===== config.mk =====
export PLATFORM = sky130hd
export DESIGN_NAME = seq_stream_gen
export DESIGN_NICKNAME = d
export VERILOG_FILES = /design/src/rtl/seq_stream_gen.sv
export SDC_FILE = /design/constraint.sdc
export NUM_CORES = 1
export LEC_CHECK = 0
export CORE_MARGIN = 2
export CORE_UTILIZATION = 35
export CTS_BUF_LIST = sky130_fd_sc_hd__clkbuf_4
export DETAILED_ROUTE_END_ITERATION = 7
export GPL_TIMING_DRIVEN = 0
export PLACE_DENSITY_LB_ADDON = 0.3
export SYNTH_ARGS = -nofsm -noshare
export SYNTH_HDL_FRONTEND = slang
export SYNTH_SLANG_ARGS = --single-unit

===== constraint.sdc =====
create_clock -name clk -period 2.35 [get_ports clk]
set_clock_uncertainty 0.2 [all_clocks]
set_input_delay 0.47 -clock clk [delete_from_list [all_inputs] [get_ports clk]]
set_output_delay 0.47 -clock clk [all_outputs]
set_load 0.1 [all_outputs]

===== src/rtl/seq_stream_gen.sv =====
// Serial pattern transmitter for the y1/y2 sequence detector: shifts a latched
// pattern out on x at one bit per slow tick and counts detector hits on z.
module seq_stream_gen #(
    parameter int PATTERN_W = 8,
    parameter int TICK_DIV  = 4,
    parameter int HIT_W     = 8
) (
    input  logic                               clk,
    input  logic                               clr_n,
    input  logic                               start,
    input  logic                               stop,
    input  logic                               repeat_en,
    input  logic [PATTERN_W-1:0]               pattern,
    input  logic [$clog2(PATTERN_W+1)-1:0]     len,
    input  logic                               z,
    output logic                               x,
    output logic                               tick_o,
    output logic                               busy,
    output logic                               done,
    output logic [HIT_W-1:0]                   hits
);

    localparam int LW = $clog2(PATTERN_W + 1);
    localparam int DW = $clog2(TICK_DIV);
    localparam logic [LW-1:0] FULL_LEN = LW'(PATTERN_W);
    localparam logic [DW-1:0] DIV_LAST = DW'(TICK_DIV - 1);

    localparam logic [1:0] ST_IDLE = 2'd0;
    localparam logic [1:0] ST_SEND = 2'd1;
    localparam logic [1:0] ST_DONE = 2'd2;

    logic [1:0]           state_reg;
    logic [PATTERN_W-1:0] shreg_reg;
    logic [PATTERN_W-1:0] pat_q_reg;
    logic [LW-1:0]        len_q_reg;
    logic [LW-1:0]        bit_cnt_reg;
    logic [DW-1:0]        div_reg;
    logic [HIT_W-1:0]     hits_reg;

    logic [PATTERN_W-1:0] shreg_shift;
    logic [LW-1:0]        len_clamped;
    logic                 in_send;
    logic                 tick;
    logic                 last_bit;

    assign shreg_shift[0] = 1'b0;
    generate
        for (genvar gi = 1; gi < PATTERN_W; gi++) begin : g_shift
            assign shreg_shift[gi] = shreg_reg[gi-1];
        end
    endgenerate

    assign len_clamped = ((len == '0) || (len > FULL_LEN)) ? FULL_LEN : len;
    assign in_send     = (state_reg == ST_SEND);
    assign tick        = in_send && (div_reg == DIV_LAST);
    assign last_bit    = (bit_cnt_reg == len_q_reg - LW'(1));

    // shreg is cleared whenever SEND is left, so its MSB is a glitch-free x that idles low.
    assign x      = shreg_reg[PATTERN_W-1];
    assign tick_o = tick;
    assign busy   = in_send;
    assign done   = (state_reg == ST_DONE);
    assign hits   = hits_reg;

    always_ff @(posedge clk or negedge clr_n) begin
        if (!clr_n) begin
            state_reg   <= ST_IDLE;
            shreg_reg   <= '0;
            pat_q_reg   <= '0;
            len_q_reg   <= '0;
            bit_cnt_reg <= '0;
            div_reg     <= '0;
            hits_reg    <= '0;
        end else begin
            case (state_reg)
                ST_IDLE: begin
                    div_reg <= '0;
                    if (start && !stop) begin
                        shreg_reg   <= pattern;
                        pat_q_reg   <= pattern;
                        len_q_reg   <= len_clamped;
                        bit_cnt_reg <= '0;
                        hits_reg    <= '0;
                        state_reg   <= ST_SEND;
                    end
                end
                ST_SEND: begin
                    // Abort wins over any tick work in the same cycle.
                    if (stop) begin
                        state_reg <= ST_IDLE;
                        shreg_reg <= '0;
                        div_reg   <= '0;
                    end else begin
                        div_reg <= tick ? '0 : div_reg + DW'(1);
                        if (tick) begin
                            if (z && !(&hits_reg)) begin
                                hits_reg <= hits_reg + HIT_W'(1);
                            end
                            if (last_bit) begin
                                bit_cnt_reg <= '0;
                                if (repeat_en) begin
                                    shreg_reg <= pat_q_reg;
                                end else begin
                                    shreg_reg <= '0;
                                    state_reg <= ST_DONE;
                                end
                            end else begin
                                shreg_reg   <= shreg_shift;
                                bit_cnt_reg <= bit_cnt_reg + LW'(1);
                            end
                        end
                    end
                end
                ST_DONE: begin
                    state_reg <= ST_IDLE;
                    div_reg   <= '0;
                end
                default: begin
                    state_reg <= ST_IDLE;
                    shreg_reg <= '0;
                    div_reg   <= '0;
                end
            endcase
        end
    end

endmodule


==> results.cfg <==
[cells_and_area]
nets = 299
syn2layout_area_growth_pct = 20.3
drive_gt1_share_pct = 14.4
utilization_pct = 43.9
antenna_cells = 0

[setup_path]
crit_start = hits[0]$_DFFE_PN0P_
crit_family = buffers and inverters
crit_buf_inv = 1
cp.required_ns = 1.68
cp_data_arrival_time_ns = 1.61
path_cells = dlygate4sd2_1
start_kind = register
cpPeakStageDelay_ns = 0.87
reg2reg_slack_ns = 0.20
timing.rr.start = len_q_reg[0]$_DFFE_PN0P_
worstReg2RegEnd = bit_cnt_reg[1]$_DFFE_PN0P_
endpoint_kind = output pin
critPathMaxFanout = 4
cpMaxStageDelayCell = dlygate4sd2_1
worst-setup-path-type = reg2out
r2r_cells = 4

[synthesis]
synth_top_area_cell = dfrtp_1
synth_edf_count = 0
synth_area_leaders = dfrtp_1, nand2_1, nand3b_1
yosysSeqAreaShare_pct = 41.5
synth_top_cell_area_share_pct = 41.5
synth_cell_types = 50
avgSynthCellArea_um2 = 8.94
async_flop_share_pct = 100
ys_warn_count = 0
synthCells = 243
synth_area_mm2 = 0.00217
synthesis.nets = 265
synth_top_flop_cell = dfrtp_1
synth_seq_cells = 36

[placement]
dp_hpwl_um = 3900
gp_congestion = 0.839
port_buffers = 28

[floorplan]
initial_utilization_pct = 36.5
ioPinCount = 30
die_w_um = 82.8
core_mm2 = 0.00596
fp.dieH_um = 82.8
die_area_mm2 = 0.00685
rows = 28

[pwr]
ir_worst_vdd_uv = 258
p_leak_nw = 1.13
p_sw_share_pct = 36.6
power_density_mw_per_mm2 = 679
combPwrFrac_pct = 31.7
p_clk_share_pct = 25.4
p_seq_share_pct = 42.9
p_sw_mw = 0.650
p_int_mw = 1.12

[drt]
drt_drc_violations_left = 0
vias = 1944
via_per_inst = 5.51
wl_per_cell_um = 15.2
drt_wl_total_um = 5360
postRouteAntennaNets = 0
initialDrtViolationCount = 124
dr.pass1.iters = 4

[clock_tree]
cts_buffers = 5
cts_num_sinks = 36
root_buffer = clkbuf_4
holdBufCountCts = 0
cts_tree = built
path_clk_slew_ns = 0.12
cts_max_path_buffers = 2
post_cts_buffers = 0
clock_latency_ns = 0.35
cts-htree-levels = 2

[global_routing]
grt_pass1_vias = 1911
antenna_found_initial = 0
grt_overflow = 0
grt_pass1_wl_um = 9250
track_usage_pct = 17.7
grt_max_degree = 37

[sta]
final-hold-violation-count = 0
clock.fmax_ghz = 0.438
period_minus_slack_ns = 2.28
fin_setup_tns_ns = 0
slew_headroom_pct = 35.6
slew_viol_final = 0
setup_violations = 0
fin_crit_sh_pct = 97.1
worst_pin_slew_ns = 0.969
holdWs_ns = 0.00355

[job]
drv_cap = 0

[status]
outcome = finished, final reports clean

[min_path]
hold_class = in2async
[worst max path at each step]
stage                     endpoint  slack (ns)  depth (start not counted)
after floorplan             tick_o       -0.21                          3
after global placement        done       -0.63                          4
after detailed placement      done       -0.62                          4
after CTS                   tick_o       0.005                          3
after global routing          done      -0.003                          4
final                      hits[0]        0.07                          1
[area by class of cell]
cell class,instances,area (um^2)
Sequential cell,36,903
Multi-Input combinational cell,189,1210
Fill cell,613,3340
Tap cell,75,93.8
Clock inverter,3,42.5
Clock buffer,5,37.5
Buffer,13,70.1
Timing Repair Buffer,28,240
Inverter,4,15.0
[power by group through the flow]
stage / logic (mW) / registers, mW / clock network [mW]
floorplan: 0.372 / 0.796 / 0
global placement: 0.556 / 0.773 / 0
detailed placement: 0.567 / 0.775 / 0
CTS: 0.564 / 0.762 / 0.463
global route: 0.622 / 0.775 / 0.490
finish: 0.563 / 0.761 / 0.451
[repair_timing]
action	4_1_cts	5_1_grt
endpoints found under the setup margin	12	19
gates resized for setup	24	19
endpoints found under the hold margin	0	0
[per-stage QoR]
step	cells	instance area [um^2]	total power, mW	setup slack [ns]
finish	353	2610	1.77	0.0671
global route	353	2610	1.89	-0.00333
CTS	354	2620	1.79	0.00490
detailed placement	346	2550	1.34	-0.622
global placement	346	2560	1.33	-0.626
floorplan	243	2180	1.17	-0.209
[layout by cell type (no fill, tap or decap), types with 4 or more instances in the layout]
cell / count
clkbuf_2: 7
nand2_1: 46
or3_1: 4
nand2b_1: 7
clkbuf_1: 6
nor3_1: 4
a22o_1: 8
a31oi_1: 9
nor2_1: 8
clkbuf_4: 6
buf_2: 5
clkdlybuf4s50_1: 15
o21ai_1: 4
ha_1: 4
nand3_1: 6
nand3b_1: 10
o31ai_1: 10
a21oi_1: 13
dfrtp_1: 34
inv_1: 4
o21ai_0: 15
[synthesized netlist by cell type (2+ instances only)]
cell	count
nand3b_1	10
nand2b_1	7
buf_6	2
xor2_1	3
inv_1	4
nor2_1	8
a22o_1	8
dfrtp_1	36
ha_1	4
and2_1	3
nor3_1	4
clkbuf_1	9
a31oi_1	9
o31ai_1	10
o21ai_0	15
and3_1	3
a21oi_1	13
nand4_1	2
nand3_1	6
o21ai_1	4
nor2b_1	3
buf_2	3
or3_1	4
or4_1	2
nand2_1	46
[routing by layer]
| metal | global-route usage (%) | part of all wire, % | wire [um] | vias up |
|---|---|---|---|---|
| met1 | 24.2 | 46 | 2460 | 943 |
| met4 | 5.41 | 1.4 | 74 | 0 |
| met5 | 0 | 0 | 0 | - |
| met2 | 28.6 | 48 | 2570 | 42 |
| met3 | 3.25 | 4.6 | 248 | 5 |
| li1 | - | - | - | 954 |
[kinds of logic after synthesis]
logic type	synth area share, %
simple gates	26.8
compound gates	21.5
flops	41.5
buf+inv	3.97
xor+xnor	3.40
fa+ha+maj	2.30
mux	0.518
Power figures use the tool's default switching activity.
